## config.mk

```make
export PLATFORM = sky130hd
export DESIGN_NAME = imm_gen_pipe
export DESIGN_NICKNAME = d
export VERILOG_FILES = /design/src/rtl/imm_gen_pkg.sv /design/src/rtl/imm_decode.sv /design/src/rtl/imm_gen_pipe.sv
export SDC_FILE = /design/constraint.sdc
export NUM_CORES = 1
export LEC_CHECK = 0
export CORE_MARGIN = 5
export CORE_UTILIZATION = 25
export CTS_BUF_LIST = sky130_fd_sc_hd__clkbuf_4 sky130_fd_sc_hd__clkbuf_8 sky130_fd_sc_hd__clkbuf_16
export CTS_CLUSTER_DIAMETER = 50
export CTS_CLUSTER_SIZE = 10
export DETAILED_ROUTE_END_ITERATION = 6
export HOLD_SLACK_MARGIN = 0.02
export MAX_ROUTING_LAYER = met4
export PLACE_DENSITY = 0.52
export REMOVE_ABC_BUFFERS = 1
export SETUP_SLACK_MARGIN = 0.5
export SLEW_MARGIN = 30
export SYNTH_ARGS = -nofsm -noshare
export SYNTH_HDL_FRONTEND = slang
export SYNTH_HIERARCHICAL = 1
export SYNTH_SLANG_ARGS = --single-unit
```

## constraint.sdc

```tcl
create_clock -name clk -period 2.8 [get_ports clk]
set_input_delay 0.42 -clock clk [delete_from_list [all_inputs] [get_ports clk]]
set_output_delay 0.42 -clock clk [all_outputs]
set_load 0.005 [all_outputs]
```

## src/rtl/imm_gen_pkg.sv

```systemverilog
// rtl/imm_gen_pkg.sv - format codes, opcode constants and widths shared by the immediate generator
package imm_gen_pkg;

  localparam int FMT_W = 3;

  typedef enum logic [FMT_W-1:0] {
    FMT_R = 3'd0,
    FMT_I = 3'd1,
    FMT_S = 3'd2,
    FMT_B = 3'd3,
    FMT_U = 3'd4,
    FMT_J = 3'd5,
    FMT_Z = 3'd6,
    FMT_C = 3'd7
  } fmt_e;

  localparam logic [6:0] OP_LOAD   = 7'b0000011;
  localparam logic [6:0] OP_IMM    = 7'b0010011;
  localparam logic [6:0] OP_JALR   = 7'b1100111;
  localparam logic [6:0] OP_IMM32  = 7'b0011011;
  localparam logic [6:0] OP_STORE  = 7'b0100011;
  localparam logic [6:0] OP_BRANCH = 7'b1100011;
  localparam logic [6:0] OP_LUI    = 7'b0110111;
  localparam logic [6:0] OP_AUIPC  = 7'b0010111;
  localparam logic [6:0] OP_JAL    = 7'b1101111;
  localparam logic [6:0] OP_OP     = 7'b0110011;
  localparam logic [6:0] OP_OP32   = 7'b0111011;
  localparam logic [6:0] OP_FENCE  = 7'b0001111;
  localparam logic [6:0] OP_SYSTEM = 7'b1110011;

endpackage

```

## src/rtl/imm_decode.sv

```systemverilog
// rtl/imm_decode.sv - combinational instruction -> {imm, fmt, illegal} decoder
// IMM_GEN_CSR_EN enables zimm (Z) and CSR-address (C) immediates for SYSTEM opcodes.
module imm_decode
  import imm_gen_pkg::*;
#(
  parameter int XLEN = 32
) (
  input  logic [31:0]     inst,
  output logic [XLEN-1:0] imm,
  output fmt_e            fmt,
  output logic            illegal
);

  always_comb begin
    imm     = '0;
    fmt     = FMT_R;
    illegal = 1'b0;
    if (inst[1:0] != 2'b11) begin
      illegal = 1'b1;
    end else begin
      case (inst[6:0])
        OP_LOAD, OP_IMM, OP_JALR: begin
          fmt = FMT_I;
          imm = {{(XLEN-12){inst[31]}}, inst[31:20]};
        end
        OP_IMM32: begin
          // word-sized ALU ops only exist on RV64
          if (XLEN == 64) begin
            fmt = FMT_I;
            imm = {{(XLEN-12){inst[31]}}, inst[31:20]};
          end else begin
            illegal = 1'b1;
          end
        end
        OP_STORE: begin
          fmt = FMT_S;
          imm = {{(XLEN-12){inst[31]}}, inst[31:25], inst[11:7]};
        end
        OP_BRANCH: begin
          fmt = FMT_B;
          imm = {{(XLEN-12){inst[31]}}, inst[7], inst[30:25], inst[11:8], 1'b0};
        end
        OP_LUI, OP_AUIPC: begin
          fmt = FMT_U;
          imm = {{(XLEN-31){inst[31]}}, inst[30:12], 12'b0};
        end
        OP_JAL: begin
          fmt = FMT_J;
          imm = {{(XLEN-20){inst[31]}}, inst[19:12], inst[20], inst[30:21], 1'b0};
        end
        OP_OP, OP_OP32, OP_FENCE: begin
        end
        OP_SYSTEM: begin
`ifdef IMM_GEN_CSR_EN
          if (inst[14]) begin
            fmt = FMT_Z;
            imm = {{(XLEN-5){1'b0}}, inst[19:15]};
          end else if (inst[13:12] != 2'b00) begin
            fmt = FMT_C;
            imm = {{(XLEN-12){1'b0}}, inst[31:20]};
          end
`else
`endif
        end
        default: illegal = 1'b1;
      endcase
    end
  end

endmodule

```

## src/rtl/imm_gen_pipe.sv

```systemverilog
// rtl/imm_gen_pipe.sv - pipelined immediate generator with 2-entry skid buffer and illegal counter
module imm_gen_pipe
  import imm_gen_pkg::*;
#(
  parameter int XLEN  = 32,
  parameter int CNT_W = 8
) (
  input  logic             clk,
  input  logic             rst,
  input  logic             in_valid,
  output logic             in_ready,
  input  logic [31:0]      inst,
  output logic             out_valid,
  input  logic             out_ready,
  output logic [XLEN-1:0]  imm,
  output logic [FMT_W-1:0] fmt,
  output logic             illegal,
  output logic [CNT_W-1:0] illegal_cnt
);

  logic [XLEN-1:0]  dec_imm;
  fmt_e             dec_fmt;
  logic             dec_illegal;

  logic             skid_valid;
  logic [XLEN-1:0]  skid_imm;
  logic [FMT_W-1:0] skid_fmt;
  logic             skid_illegal;

  logic             accept;
  logic             drain;

  imm_decode #(.XLEN(XLEN)) u_decode (
    .inst    (inst),
    .imm     (dec_imm),
    .fmt     (dec_fmt),
    .illegal (dec_illegal)
  );

  assign in_ready = !skid_valid;
  assign accept   = in_valid && in_ready;
  assign drain    = out_valid && out_ready;

  always_ff @(posedge clk) begin
    if (rst) begin
      out_valid    <= 1'b0;
      imm          <= '0;
      fmt          <= '0;
      illegal      <= 1'b0;
      skid_valid   <= 1'b0;
      skid_imm     <= '0;
      skid_fmt     <= '0;
      skid_illegal <= 1'b0;
      illegal_cnt  <= '0;
    end else begin
      // skid can only be full while in_ready is low, so it never competes with accept
      if (drain && skid_valid) begin
        imm        <= skid_imm;
        fmt        <= skid_fmt;
        illegal    <= skid_illegal;
        skid_valid <= 1'b0;
      end else if (accept && (drain || !out_valid)) begin
        imm       <= dec_imm;
        fmt       <= dec_fmt;
        illegal   <= dec_illegal;
        out_valid <= 1'b1;
      end else if (accept) begin
        skid_imm     <= dec_imm;
        skid_fmt     <= dec_fmt;
        skid_illegal <= dec_illegal;
        skid_valid   <= 1'b1;
      end else if (drain) begin
        out_valid <= 1'b0;
      end

      if (accept && dec_illegal && (illegal_cnt != '1)) begin
        illegal_cnt <= illegal_cnt + 1'b1;
      end
    end
  end

endmodule

```

# Yosys cells after proc, flatten, opt, wreduce, memory -nomap -nowiden
# Cells that the tools add are included.
# classes
addsub	1
n_mux	15
bitwise_logic	2
n_reduce_logical	18
n_eq_ne	15
# ops
operator	count
$pmux W32 S5	1
$mux W32	3
$eq A7 B6 Y1 const B	4
$eq A7 B7 Y1 const B	4
$pmux W3 S5	1
$eq A7 B5 Y1 const B	2
$reduce_or A12 Y1	1
$mux W3	3
$add A8 B1 Y8 const B	1
$ne A8 B8 Y1 const B	1
$eq A7 B2 Y1 const B	1
$eq A7 B4 Y1 const B	1
$mux W1	7
$logic_and A1 B1 Y1	6
$reduce_and A3 Y1	2
$reduce_bool A2 Y1	2
$reduce_or A2 Y1	2
$reduce_or A3 Y1	1
$logic_not A1 Y1	2
$ne A2 B1 Y1 const B	1
$ne A2 B2 Y1 const B	1
$not A1 Y1	2
$reduce_and A2 Y1	1
$logic_or A1 B1 Y1	1
# totals
input_bits	36
out_inout_bits	46
word_cells	60
ff_bits	82

# Logic depth before layout (Yosys ltp)
# depth
word_depth	6
mapped_depth	10
mapped_depth_nobuf	8

# Hierarchy
# Netlist, hierarchy kept.
# by_module_without_submodules
mod	n_inst	cells_each	area_each_um2	seq_area_each_um2
imm_gen_pipe	1	411	3258.1	1641.6
imm_decode	1	78	515.5	0.0

# Least setup slack after synthesis
# OpenSTA, ideal clock, no wires.
# synth_timing
kind	input to register
startpoint	in inst[6]
endpoint	reg illegal_cnt[3]
t_required_ps	2677
setup_ps	123
t_arrival_ps	2088
slack_ps	589
n_path_buf	2
stages	10
path_cell_list	buf_4 and2_1 nor2b_1 o211ai_1 o31a_1 and3b_1 buf_2 and4_4 o21a_1 mux2_1
# synth_via
elab_chain_len	6
elab_cells_between_ends	17
classes_between	12 x eq/ne; 2 x mux; 3 x reduce/logical
# synth_lines
element	line_no	text
from (decl)	imm_gen_pipe.sv:12	input logic [31:0] inst,
$eq A7 B2 Y1 (tied with other cells)	imm_decode.sv:21	case (inst[6:0])
$reduce_or A12 Y1 (no line) *	--	
$mux W1 *	--	
$mux W1 *	imm_decode.sv:18	if (inst[1:0] != 2'b11) begin
via dec_illegal	imm_gen_pipe.sv:23	logic dec_illegal;
$logic_and A1 B1 Y1 * (2 in a row)	imm_gen_pipe.sv:76	if (accept && dec_illegal && (illegal_cnt != '1)) begin
to (signal assigned)	imm_gen_pipe.sv:77	illegal_cnt <= illegal_cnt + 1'b1;
to (decl)	imm_gen_pipe.sv:18	output logic [CNT_W-1:0] illegal_cnt
# The timed path passes the listed nets; every way through them passes the cells marked *.
# A chain may end at the register's enable or synchronous reset.

# Final worst setup path
# layout_timing
startpoint	in inst[4]
endpoint	reg illegal_cnt[3]
# The elaborated chain is that of the path after synthesis.

==> impl_results.md <==
- Status: finished, final reports clean
- Clock power frac: about two fifths
- Vias in the first global route: 3582
- Adder-cell share of the synthesized area: less than 1%
- Peak supply drop: 265.4 uV
- Fin nets: 600
- Switching share of power: 25.56%
- Critical Path RT: a little over 3 ns
- Slowest CP cell: clkdlybuf4s50_1
- Int Power: about 2.0 mW
- Flop2flop setup slack: 1.11 ns
- Critical path arrival: 2.48 ns
- Path depth of the worst reg2reg path: 5
- Post-CTS setup buffers: 0
- Die ar.: 17650 um^2
- Seq/Total Area, Yosys: 43.50%
- HPWL after DPL: 7860 um
- WHS Endpoint: skid_imm[29]
- First-pass GRT wire length: approximately 19000 um
- Yosys reg bits: just over 80
- DR iter-0 viols: 226
- Maximum clock rate: between 400 and 500 MHz
- Via-to-Cell Ratio: approximately 4.8
- Hold path cells: 2
- Max Root-Sink Buffers: 2
- Final Critical Period: 2.261 ns
- Comb pwr share: 13.2%
- Reg power frac: 46.0%
- Fillers: 1591
- Mean Syn Cell Area: between 7 and 8 um^2
- Clk sinks: 82
- Hold_sp: skid_imm[29]
- PortBufs: 81
- Drt pass-1 iters: 4
- Synthesized area: between 3000 and 4000 um^2
- Htree depth: 3
- WL/cell: 15.18 um
- Post-route setup TNS: 0 ns
- Die X: 132.9 um
- Leakage power: about 1.9 nW
- Crit path capture type: flop
- Max incr delay on CP: 0.65 ns
- Final core occ: between 30% and 40%
- PD cells: 529.5 nW/um^2
- Total gr overflow: 0
- Synth warnings: 6
- Top delay family on crit path: buffers and inverters
- Clk_lat worst skew: 0.34 ns
- CP Launch Type: input pin
- Switching power: approximately 0.69 mW
- WL final: around 11000 um
- Met3 routed WL: 512 um
- Worst-path fanout max: 7
- Max Cap Viol: 0
- Reg clk slew, reported paths: 0.06 ns
- Simple-gate area share of the yosys netlist: roughly a quarter
- Yosys cell types: 44
- Critical path type: in -> reg
- # IOs: 82
- Layout cell share with drive strength beyond 1: 7.570%
- Worst Tran Pin Value: 0.5416 ns
- Vias: around 3700
- Top FF cell, synth: dfxtp_1
- Worst R2R Start: skid_valid
- # rows: 45
- WL met1: between 5000 and 6000 um
- Share of flip-flops with an asynchronous set or reset: 0%
- Final setup violation count: 0
- RR Endpoint: imm[2]
- Initial core utilization: 25.20%
- Mux cell area share after synthesis: 0.8289%
- Leading cell type in the layout, fill and taps excluded: nand2_1
- CTS buffer count: 9
- Sequence of cells on the critical path: clkdlybuf4s50_1 > nor3_1 > a211oi_1 > o31a_1 > and3b_1 > and4_4 > o21a_1 > mux2_1
- ANT cells: 0
- Layout area overhead: 35.41%
- Compound-Gate Fraction of Synth Area: 23.67%
- Max_slew headroom: 63.90%
- RSZ-0062 raised after global routing: yes
- Fin. Hold Viols: 0
- CTS tree: done
- Core area: 14980 um^2
- Xor and xnor area share after synthesis: less than 1%
- Commonest non-fill, non-tap cells in the layout: nand2_1 (148), dfxtp_1 (82), clkdlybuf4s50_1 (77)
- Pin count of the biggest net entering global routing: 67
- Fin. max-slew vios: 0
- Clock root cell: clkbuf_16
- WP buf/inv: 1
- Highest routed metal layer: met4
- Gr usage total: 13.50%
- Post-Syn Instances: 489
- Initial antenna violation count: 0
- Largest family of logic cells by synthesized area: simple AND/OR/NAND/NOR gates
- Height of the die: 132.9 um
- # DRC: 0
- Met2 routed WL: 5003 um
- Gpl congestion: 0.8653
- Skew final: 0.005875 ns
- Worst hold path type: reg -> reg
- Post-synth EDFFs: 0
- Period Utilization, post-route: 80.76%
- Antenna Nets Post-Route: 0
timing repair:
item / CTS / global route
resized for setup: 0 / 5
hold buffers: 0 / 0
hold endpoints to repair: 0 / 0
endpoints found under the setup margin: 0 / 22
tightest hold or removal path: stages, from the launching register on:
cell and delay (ns):
dfxtp_1 0.31, nand2_1 0.05, a21oi_1 0.05
layout make-up:
type	instances	area [um^2]	share of cell area (%)
sequential	82	1642	32.13
timing repair buffer	98	982.2	19.22
inverter	8	30.03	0.5877
clock buffer	10	232.7	4.554
multi-input combinational	364	1946	38.08
clock inverter	6	42.54	0.8325
tap	188	235.2	4.603
power groups by stage:
stage,registers (mW),logic (mW),clock network [mW]
5_1_grt,1.25,0.394,1.20
4_1_cts,1.25,0.363,1.14
3_5_place_dp,1.27,0.361,0
2_1_floorplan,1.27,0.129,0
3_3_place_gp,1.27,0.360,0
6_report,1.24,0.358,1.10
logic make-up (layout without fill, tap and decap cells):
family,count (synthesis),after routing
DFF,82,82
adders and majority gates,1,1
and+or+nand+nor,232,232
muxes,3,3
buffers and inverters,43,122
xor gates and xnor gates,2,2
AOI/OAI and AO/OA,126,126
Yosys cell counts, types with 5 or more instances:
| master | number | share of area, % |
|---|---|---|
| inv_1 | 8 | 0.80 |
| nor2_1 | 45 | 4.5 |
| and3_1 | 5 | 0.83 |
| dfxtp_1 | 82 | 44 |
| a21oi_1 | 44 | 5.8 |
| nand3_1 | 8 | 1.1 |
| a311oi_1 | 37 | 8.6 |
| nand2_1 | 148 | 15 |
| a21o_1 | 19 | 3.8 |
| and2_1 | 9 | 1.5 |
| o21ai_0 | 6 | 0.80 |
| buf_2 | 15 | 2.0 |
| clkbuf_1 | 18 | 1.8 |
layer usage:
metal | track usage [%] | vias to the layer above
li1 | - | 1843
met1 | 18.33 | 1700
met2 | 19.55 | 103
met3 | 3.042 | 14
met4 | 4.965 | 0
met5 | - | -
worst max-delay path by stage:
stage	slack (ns)	to	cells past startpoint	startpoint
5_1_grt	0.43	illegal_cnt[3]	8	inst[4]
2_1_floorplan	0.76	illegal_cnt[3]	8	inst[6]
6_report	0.54	illegal_cnt[3]	8	inst[4]
3_5_place_dp	0.15	illegal_cnt[3]	9	inst[2]
4_1_cts	0.51	illegal_cnt[3]	9	inst[2]
3_3_place_gp	0.23	illegal_cnt[3]	9	inst[2]
state kept, by name (all words and copies together) (netlist names):
register / flops
fmt: 3
out_valid: 1
illegal: 1
skid_imm: 32
skid_illegal: 1
skid_fmt: 3
illegal_cnt: 8
skid_valid: 1
imm: 32
through the flow:
| stage | total power [mW] | hold WS, ns | worst slack, ns | area (um^2) | cells |
|---|---|---|---|---|---|
| 2_1_floorplan | 1.399 | 0.4305 | 0.7579 | 3612 | 454 |
| 3_3_place_gp | 1.632 | 0.4421 | 0.2255 | 4818 | 740 |
| 3_5_place_dp | 1.634 | 0.4469 | 0.1540 | 4818 | 740 |
| 4_1_cts | 2.753 | 0.4559 | 0.5092 | 5094 | 756 |
| 5_1_grt | 2.847 | 0.4667 | 0.4342 | 5110 | 756 |
| 6_report | 2.706 | 0.4545 | 0.5388 | 5110 | 756 |
(Power assumes the default switching activity.)
